## config.mk

```make
export PLATFORM = sky130hd
export DESIGN_NAME = pmem_arbiter
export DESIGN_NICKNAME = d
export VERILOG_FILES = /design/src/rtl/pmem_arb_pkg.sv /design/src/rtl/pmem_arbiter.sv
export SDC_FILE = /design/constraint.sdc
export NUM_CORES = 1
export LEC_CHECK = 0
export CORE_AREA = 2 2 533 535
export CTS_CLUSTER_DIAMETER = 80
export DETAILED_ROUTE_END_ITERATION = 7
export DIE_AREA = 0 0 535 537
export PLACE_DENSITY_LB_ADDON = 0.25
export SETUP_SLACK_MARGIN = 0.3
export SYNTH_ARGS = -nofsm -noshare
export SYNTH_HDL_FRONTEND = slang
export SYNTH_SLANG_ARGS = --single-unit
```

## constraint.sdc

```tcl
create_clock -name clk -period 2.1 [get_ports clk]
set_input_delay 0.525 -clock clk [delete_from_list [all_inputs] [get_ports clk]]
set_output_delay 0.525 -clock clk [all_outputs]
set_load 0.005 [all_outputs]
```

## src/rtl/pmem_arb_pkg.sv

```systemverilog
// Shared types and defaults for the pmem arbiter between the icache and the dcache.
// Also holds the round-robin winner selection used in the idle state.
package pmem_arb_pkg;

  localparam int ADDR_WIDTH_DEF = 32;
  localparam int LINE_WIDTH_DEF = 256;

  typedef enum logic [1:0] {
    ARB_IDLE   = 2'd0,
    ARB_ICACHE = 2'd1,
    ARB_DCACHE = 2'd2
  } arb_state_t;

  typedef enum logic {
    REQ_ICACHE = 1'b0,
    REQ_DCACHE = 1'b1
  } requester_t;

  // Only meaningful when at least one request is present; a tie goes to
  // whichever requester was not served last.
  function automatic requester_t pick_winner(input logic       i_req,
                                             input logic       d_req,
                                             input requester_t last_grant);
    requester_t winner;
    if (i_req && d_req) begin
      winner = (last_grant == REQ_DCACHE) ? REQ_ICACHE : REQ_DCACHE;
    end else if (i_req) begin
      winner = REQ_ICACHE;
    end else begin
      winner = REQ_DCACHE;
    end
    return winner;
  endfunction

endpackage

```

## src/rtl/pmem_arbiter.sv

```systemverilog
// Shares one physical-memory line port between the icache and the dcache.
// One grant at a time; the granted request is latched and replayed downstream until mem_resp.
module pmem_arbiter
  import pmem_arb_pkg::*;
#(
  parameter int ADDR_WIDTH = ADDR_WIDTH_DEF,
  parameter int LINE_WIDTH = LINE_WIDTH_DEF
) (
  input  logic                  clk,
  input  logic                  rst_n,
  // icache side
  input  logic                  i_pmem_read,
  input  logic [ADDR_WIDTH-1:0] i_pmem_address,
  output logic [LINE_WIDTH-1:0] i_pmem_rdata,
  output logic                  i_pmem_resp,
  // dcache side
  input  logic                  d_pmem_read,
  input  logic                  d_pmem_write,
  input  logic [ADDR_WIDTH-1:0] d_pmem_address,
  input  logic [LINE_WIDTH-1:0] d_pmem_wdata,
  output logic [LINE_WIDTH-1:0] d_pmem_rdata,
  output logic                  d_pmem_resp,
  // downstream line port
  output logic                  mem_read,
  output logic                  mem_write,
  output logic [ADDR_WIDTH-1:0] mem_address,
  output logic [LINE_WIDTH-1:0] mem_wdata,
  input  logic [LINE_WIDTH-1:0] mem_rdata,
  input  logic                  mem_resp,
  // debug view of the arbiter state
  output arb_state_t            arb_state_o
);

  // Handshake: requests are levels held until the matching *_resp pulse;
  // mem_read/mem_write are levels held until mem_resp, which is a one-cycle
  // pulse that completes the transfer in the cycle it is seen.

  arb_state_t            state_q, state_d;
  requester_t            last_grant_q, last_grant_d;
  logic [ADDR_WIDTH-1:0] addr_q, addr_d;
  logic [LINE_WIDTH-1:0] wdata_q, wdata_d;
  logic                  rw_q, rw_d;  // 1 = write-back, 0 = line read

  logic                  i_req;
  logic                  d_req;
  requester_t            winner;

  assign i_req  = i_pmem_read;
  assign d_req  = d_pmem_read | d_pmem_write;
  assign winner = pick_winner(i_req, d_req, last_grant_q);

  always_comb begin
    state_d      = state_q;
    last_grant_d = last_grant_q;
    addr_d       = addr_q;
    wdata_d      = wdata_q;
    rw_d         = rw_q;
    unique case (state_q)
      ARB_IDLE: begin
        if (i_req || d_req) begin
          if (winner == REQ_ICACHE) begin
            state_d = ARB_ICACHE;
            addr_d  = i_pmem_address;
            rw_d    = 1'b0;
          end else begin
            // A simultaneous read and write from the dcache resolves to the write-back.
            state_d = ARB_DCACHE;
            addr_d  = d_pmem_address;
            wdata_d = d_pmem_wdata;
            rw_d    = d_pmem_write;
          end
        end
      end
      ARB_ICACHE: begin
        if (mem_resp) begin
          state_d      = ARB_IDLE;
          last_grant_d = REQ_ICACHE;
        end
      end
      ARB_DCACHE: begin
        if (mem_resp) begin
          state_d      = ARB_IDLE;
          last_grant_d = REQ_DCACHE;
        end
      end
      default: begin
        state_d = ARB_IDLE;
      end
    endcase
  end

  // Downstream drive comes only from the latched request, never from live inputs.
  always_comb begin
    mem_read     = (state_q != ARB_IDLE) && !rw_q;
    mem_write    = (state_q != ARB_IDLE) && rw_q;
    mem_address  = addr_q;
    mem_wdata    = wdata_q;
    i_pmem_resp  = (state_q == ARB_ICACHE) && mem_resp;
    d_pmem_resp  = (state_q == ARB_DCACHE) && mem_resp;
    i_pmem_rdata = mem_rdata;
    d_pmem_rdata = mem_rdata;
    arb_state_o  = state_q;
  end

  always_ff @(posedge clk or negedge rst_n) begin
    if (!rst_n) begin
      state_q      <= ARB_IDLE;
      last_grant_q <= REQ_DCACHE;
      addr_q       <= '0;
      wdata_q      <= '0;
      rw_q         <= 1'b0;
    end else begin
      state_q      <= state_d;
      last_grant_q <= last_grant_d;
      addr_q       <= addr_d;
      wdata_q      <= wdata_d;
      rw_q         <= rw_d;
    end
  end

  a_rw_exclusive: assert property (@(posedge clk) disable iff (!rst_n)
    !(mem_read && mem_write));

  a_resp_onehot: assert property (@(posedge clk) disable iff (!rst_n)
    !(i_pmem_resp && d_pmem_resp));

endmodule

```

==> summary.md, run 1 <==
| Metric | Value |
|---|---|
| Status | `finished with violations` |
| Failing checks | `negative setup slack` |
| WS Path Type | `reg2out` |
| Yosys Warn Count | `0` |
| Antenna Nets Post-Route | `0` |
| Min-delay src | `i_pmem_read` |
| Clock Sinks | `about 300` |
| Crit-path cells | `buf_4 > ha_1 > and2_4 > buf_2` |
| GPL Wtd Cong | `between 0.6 and 0.7` |
| R2R Path End | `mem_wdata[35]` |
| Crit path buffers/inverters | `2` |
| RSZ-0062 raised after global routing | `yes` |
| Area delta synth->final | `74.3%` |
| Starting density of the core | `5.41%` |
| Flop2flop setup slack | `-20 ps` |
| Vias per cell | `2.06` |
| Clock slew at reported path FFs | `50 ps` |
| Hold EP | `mem_address[11]` |
| Worst path max stage delay | `380 ps` |
| Maximum buffer depth of the clock tree | `3` |
| Initial antenna violation count | `slightly below 70` |
| Crit path DAT | `between 1500 and 2000 ps` |
| Post-DP HPWL | `around 110,000 um` |
| CP max FO | `3` |
| Cells after synthesis | `1,261` |
| Share of cells above drive strength 1 | `between 50% and 60%` |
| CTS Root Cell | `clkbuf_16` |
| Final setup violation count | `18` |
| Leak | `approximately 11 nW` |
| Die ar. | `~290,000 um2` |
| Hold Path Depth | `4` |
| # rows | `approximately 200` |
| Vias | `between 10,000 and 15,000` |
| Vias in the first global route | `11,300` |
| Synth cell types | `26` |
| First-pass GRT wire length | `approximately 150,000 um` |
| PortBufs | `619` |
| R2R Path Start | `arb_state_o[1]` |
| Largest net degree at the start of global routing | `between 60 and 70` |
| Tightest Hold Check Type | `in2reg` |
| Worst-skew pair later-pin latency | `about 660 ps` |
| Required time of the critical path | `about 1600 ps` |
| CTS Buf Count | `46` |
| Syn Nets | `approximately 1,800` |
| Worst setup EP type | `output port` |
| Number of remaining DRC errors | `0` |
| Die Ht | `between 500 and 600 um` |
| Path depth of the worst reg2reg path | `11` |
| Total Routed Length | `133,000 um` |
| Final Power | `~0.042 W` |
| Max rail drop VDD | `0.579 mV` |
| Routed wire length per instance | `about 25 um` |
| Worst Setup Start Kind | `flip-flop` |
| Crit path max-delay family | `flip-flops` |
| Core footprint | `between 200,000 and 300,000 um2` |
| Layout Nets | `approximately 2,200` |
| Worst slew pin tran | `about 540 ps` |
| Fmax | `around 460 MHz` |
| DRT Pass-1 Iters | `6` |
| Met1 Track Usage GR | `~8.0%` |
| Max-cap viol count | `0` |
| Clk_skew | `roughly 22 ps` |
| Fin crit share | `103%` |
| Seq cells post-synth | `292` |
| Sequential element share of the synthesized area | `about half` |
| Mean area per synthesized cell | `12.1 um2` |
| Global route hottest layer | `met2` |
| Final worst-path setup slack | `-67.4 ps` |
| H-Tree Depth | `2` |
| PD cells | `1600 nW/um2` |
| CP max-delay cell | `dfrtp_1` |
| Top-level I/O count | `between 1,000 and 1,500` |
| CTS tree | `yes` |
| Final Hold Viols | `0` |
| Grt total ovfl | `0` |
| Slew margin rel. | `between 60 and 70%` |
| DRT iter0 DRCs | `412` |
| Netlist Area Pre-Place | `between 15,000 and 20,000 um2` |
| Sum Neg Setup Slack | `-316 ps` |
| Die X | `between 500 and 600 um` |
| GRT Total Usage | `about 8.5%` |
| GR Layer Usage met3 | `around 8.4%` |
| Tmin final | `2170 ps` |
| Max Transition Viols Final | `0` |
| GRT met2 Usage | `between 10 and 15%` |
## synthesized netlist by cell type
library cell    n  area share, %
nand2_1         1          0.025
o21bai_1        1          0.049
o31a_1          1          0.058
nor2_1         34           0.84
inv_1           6           0.15
clkbuf_1       14           0.35
buf_1           3          0.074
o21ba_2         1          0.066
nor3_1          1          0.033
dfstp_2         1           0.17
ha_1            3           0.25
o2bb2ai_1       2           0.12
dfrtp_1       291             48
mux2_2         55            4.1
nor2b_1         1          0.041
a31oi_1        32            1.3
nand3_1        33            1.1
mux2_1        201             15
and2_1          1          0.041
o22ai_1         1          0.041
buf_6          23            1.7
buf_2           6           0.20
o21ai_2         1          0.058
buf_4         514             25
a21o_1          2          0.099
o21ai_0        32            1.1
## worst reg2reg max path, cell delays in order, from the launching register on
cell and delay (ps):
dfrtp_1 380, inv_2 110, ha_4 150, buf_4 110
o31a_4 150, o21ai_4 70, buf_12 140, clkbuf_16 190
buf_6 130, buf_12 140, clkbuf_16 160, mux2_4 290
## cell usage in the layout (no fill, tap or decap), drive strengths merged, types with 2 or more instances in the layout
master and count:
diode 3, clkdlybuf4s50 323, o21ai 33, inv 13, a21o 2, clkinvlp 2, nor2 34, buf 487
a31oi 32, o2bb2ai 2, ha 3, clkbuf 83, mux2 256, dfrtp 291, nand3 33, clkinv 8
## per-layer routing
metal | vias up | wire length (um)
li1 | 4364 | -
met1 | 5165 | 43800
met2 | 1111 | 55300
met3 | 409 | 28400
met4 | 8 | 5590
met5 | - | 425
## registers in the layout, summed over array words and instances (netlist names)
signal,cells
mem_wdata,256
last_grant_q,1
rw_q,1
arb_state_o,2
mem_address,32
## cell families (layout without fill, tap and decap cells)
| group | count (synthesis) | count (layout) | share of synthesized area (%) |
|---|---|---|---|
| simple gates | 71 | 71 | 2.06 |
| fa+ha+maj | 3 | 3 | 0.247 |
| buf+inv | 566 | 918 | 27.8 |
| other cells | 0 | 3 | 0 |
| compound gates | 73 | 73 | 2.85 |
| mux | 256 | 256 | 19.0 |
| flops | 292 | 292 | 48.0 |
## repair_timing
item / in CTS / in global routing
gates resized for setup: 1529 / 249
gates cloned: 3 / 23
hold endpoints to repair: 25 / 0
setup buffers: 62 / 66
hold buffers: 1 / 0
pin swaps: 5 / 1
setup endpoints to repair: 581 / 406
## layout make-up
type,instances,area [um2]
diodes,3,7.51
clock inverters,18,165
repair buffers,831,8360
clock buffers,63,1330
inverters,6,22.5
fillers,32400,255000
multi-input cells,403,4610
well taps,3743,4680
flip-flops and latches,292,7330
## report_power, final
part           switching, W  internal, W
Clock               0.00329      0.00455
Sequential          0.00225      0.00864
Combinational        0.0104       0.0131
Total                0.0160       0.0263
## metrics by stage
stage | hold WS, ps | setup slack [ps] | instance area, um2 | instances | util, %
6_report | 292 | -67.4 | 26500 | 5359 | 9.42
3_5_place_dp | 442 | -517 | 22500 | 5120 | 7.99
3_3_place_gp | 445 | -502 | 22500 | 5120 | 7.99
2_1_floorplan | 229 | 295 | 15300 | 1261 | -
4_1_cts | 201 | -131 | 24500 | 5267 | 8.71
5_1_grt | 245 | -147 | 26500 | 5357 | 9.42
## worst max-delay path by stage
| stage | startpoint | to | slack (ps) | cells after the start |
|---|---|---|---|---|
| 2_1_floorplan | i_pmem_read | mem_wdata[100] | 300 | 6 |
| 3_3_place_gp | d_pmem_write | mem_wdata[11] | -500 | 6 |
| 3_5_place_dp | d_pmem_write | mem_wdata[249] | -520 | 6 |
| 4_1_cts | arb_state_o[1] | d_pmem_resp | -130 | 4 |
| 5_1_grt | arb_state_o[1] | d_pmem_resp | -150 | 4 |
| 6_report | arb_state_o[1] | d_pmem_resp | -70 | 4 |
No activity file was read; power rests on OpenSTA's default activity.
==> run 2, diff against run 1 <==
--- a/config.mk
+++ b/config.mk
@@ -5,10 +5,10 @@
 export SDC_FILE = /design/constraint.sdc
 export NUM_CORES = 1
 export LEC_CHECK = 0
-export CORE_AREA = 2 2 533 535
+export CORE_AREA = 2 2 548 550
 export CTS_CLUSTER_DIAMETER = 80
 export DETAILED_ROUTE_END_ITERATION = 7
-export DIE_AREA = 0 0 535 537
+export DIE_AREA = 0 0 550 552
 export PLACE_DENSITY_LB_ADDON = 0.25
 export SETUP_SLACK_MARGIN = 0.3
 export SYNTH_ARGS = -nofsm -noshare
==> constraint.sdc (replaced) <==
create_clock -name clk -period 2.6 [get_ports clk]
set_input_delay 0.65 -clock clk [delete_from_list [all_inputs] [get_ports clk]]
set_output_delay 0.65 -clock clk [all_outputs]
set_load 0.005 [all_outputs]
==> summary.md, run 2 (same netlist as run 1, synthesis figures left out) <==
| Metric | Value |
|---|---|
| DRT iter0 DRCs | `464 (+13%)` |
| Clock Sinks | `292 (unchanged)` |
| Maximum buffer depth of the clock tree | `3 (unchanged)` |
| PortBufs | `619 (unchanged)` |
| Share of cells above drive strength 1 | `17.6% (-35 points)` |
| Leak | `8.45 nW (-22%)` |
| RSZ-0062 raised after global routing | `yes` |
| Final setup violation count | `0 (-18)` |
| Starting density of the core | `5.10% (-0.31 points)` |
| Area delta synth->final | `58.3%` |
| Min-delay src | `mem_wdata[121]` |
| Layout Nets | `2,011 (-7.1%)` |
| Worst Setup Start Kind | `flip-flop` |
| Vias per cell | `1.93 (-6.6%)` |
| CTS Root Cell | `clkbuf_16` |
| Dpl cell area | `22,700 um2 (+0.78%)` |
| CTS Buf Count | `43 (-6.5%)` |
| R2R Path Start | `arb_state_o[1]` |
| Worst-skew pair later-pin latency | `630 ps (-30 ps)` |
| Fin crit share | `86.9%` |
| Hold EP | `mem_wdata[121]` |
| Max rail drop VDD | `0.576 mV (-0.54%)` |
| # rows | `201 (+3.1%)` |
| Tmin final | `~2300 ps` |
| Flop2flop setup slack | `510 ps (+530 ps)` |
| Initial antenna violation count | `82 (+21%)` |
| Vias in the first global route | `11,000 (-2.4%)` |
| CP max FO | `3 (unchanged)` |
| First-pass GRT wire length | `159,000 um (+3.7%)` |
| R2R Path End | `mem_wdata[25]` |
| Antenna Nets Post-Route | `0 (unchanged)` |
| PD cells | `1170 nW/um2 (-26%)` |
| Max-cap viol count | `0 (unchanged)` |
| Final Power | `0.0283 W (-33%)` |
| Worst slew pin tran | `803 ps (+267 ps)` |
| Largest net degree at the start of global routing | `66 (unchanged)` |
| Final Hold Viols | `0 (unchanged)` |
| Slew margin rel. | `46.5% (-18 points)` |
| Die ar. | `304,000 um2 (+5.7%)` |
| Vias | `10,400 (-5.5%)` |
| Fill count | `34,700 (+7.2%)` |
| GPL Wtd Cong | `0.723 (+3.4%)` |
| DRT Pass-1 Iters | `7 (+1)` |
| Most frequent cells in the layout | `422 x clkdlybuf4s50_1, 284 x dfrtp_1, 201 x mux2_1` |
| Die Ht | `552 um (+2.8%)` |
| Fmax | `approximately 440 MHz` |
| Tightest Hold Check Type | `reg2reg` |
| Number of remaining DRC errors | `0 (unchanged)` |
| Max Transition Viols Final | `0 (unchanged)` |
| Clk_skew | `25.1 ps (+2.68 ps)` |
| Routed wire length per instance | `24.7 um (-0.77%)` |
| Worst hold slack | `481 ps (+189 ps)` |
| Total Routed Length | `134,000 um (+0.40%)` |
| H-Tree Depth | `2 (unchanged)` |
| Commonest non-fill, non-tap cell in the layout | `clkdlybuf4s50_1` |
| Hold Path Depth | `1 (-3)` |
| Grt total ovfl | `0 (unchanged)` |
| Crit path DAT | `1610 ps (-30 ps)` |
| Required time of the critical path | `1950 ps (+380 ps)` |
| Core footprint | `298,000 um2 (+6.0%)` |
| Sequential Area | `7320 um2 (-0.17%)` |
| WS Path Type | `reg2out` |
| Max reg flops | `256 (unchanged)` |
| Top-level I/O count | `1,388 (unchanged)` |
| Post-DP HPWL | `120,000 um (+7.0%)` |
| Worst setup EP type | `output port` |
| Die X | `550 um (+2.8%)` |
| Multi-input gate area | `3730 um2 (-19%)` |
| CTS tree | `yes` |
| Post-route design area | `24,100 um2 (-9.2%)` |
| GRT Total Usage | `8.46% (-0.078 points)` |
| Clock slew at reported path FFs | `60 ps (about the same)` |
| Path depth of the worst reg2reg path | `9 (-2)` |
| Status | `finished, final reports clean` |
run 2: changes by cell type in the layout (fill, tap and decap cells not counted), sizes merged, moves of 3 or more:
cell / change
buf: -400
dlygate4sd2: +131
clkdlybuf4s50: +99
clkdlybuf4s15: +33
clkbuf: -21
diode: +5
bufinv: +3
run 2: through the flow:
step           instances  worst slack [ps]  utilization [%]  TNS [ps]
6_report            5422               340             8.07         0
5_1_grt             5416               239             8.07         0
4_1_cts             5413               102             8.06         0
3_5_place_dp        5332              -306             7.60    -61060
3_3_place_gp        5332              -311             7.60    -59810
2_1_floorplan       1261               622                -         0
run 2: power by group:
part	internal (W)	switching, W	total, W	leakage [nW]
registers	0.00695	0.00147	0.00842	3.40
logic	0.00596	0.00776	0.0137	4.35
clock network	0.00361	0.00253	0.00614	0.703
total	0.0165	0.0118	0.0283	8.45
run 2: worst max path at each step:
stage                         from        endpoint  slack (ps)  cells past startpoint
floorplan              i_pmem_read  mem_wdata[237]         620                      6
global placement       i_pmem_read    mem_wdata[8]        -310                      6
detailed placement     i_pmem_read  mem_wdata[139]        -310                      6
CTS                 arb_state_o[0]     d_pmem_resp         100                      4
global route        arb_state_o[1]        mem_read         240                      5
finish              arb_state_o[0]     i_pmem_resp         340                      5
run 2: metal layers:
metal	wire length, um	global-route usage (%)
met1	49300	9.01
met2	52800	12.0
met3	26400	7.39
met4	5050	2.69
met5	397	0.965
run 2: timing repair:
action,CTS,global route
resized for setup,243,24
endpoints found under the hold margin,7,0
setup endpoints to repair,175,19
setup buffers,5,1
pin swaps,4,1
gates cloned,0,0
hold buffers,1,0
run 2: final cells by class:
type	count	share of cell area, %
Sequential cell	292	30.4
Timing Repair Buffer	680	27.4
Tap cell	3958	20.6
Multi-Input combinational cell	403	15.5
Clock buffer	56	4.88
Clock inverter	19	1.07
Inverter	6	0.114
Antenna cell	8	0.0832
run 2: critical path, cell delays in order, from the launching register on:
cell     delay, ps
dfrtp_1        420
buf_4          160
ha_4           160
nand2_4         80
inv_4           40
buf_12         120
==> run 3, diff against run 2 <==
--- a/config.mk
+++ b/config.mk
@@ -9,6 +9,7 @@
 export CTS_CLUSTER_DIAMETER = 80
 export DETAILED_ROUTE_END_ITERATION = 7
 export DIE_AREA = 0 0 550 552
+export GPL_ROUTABILITY_DRIVEN = 0
 export PLACE_DENSITY_LB_ADDON = 0.25
 export SETUP_SLACK_MARGIN = 0.3
 export SYNTH_ARGS = -nofsm -noshare
==> results of run 3 <==
Same layout as run 2: the final DEF is identical, and so are final timing and power.
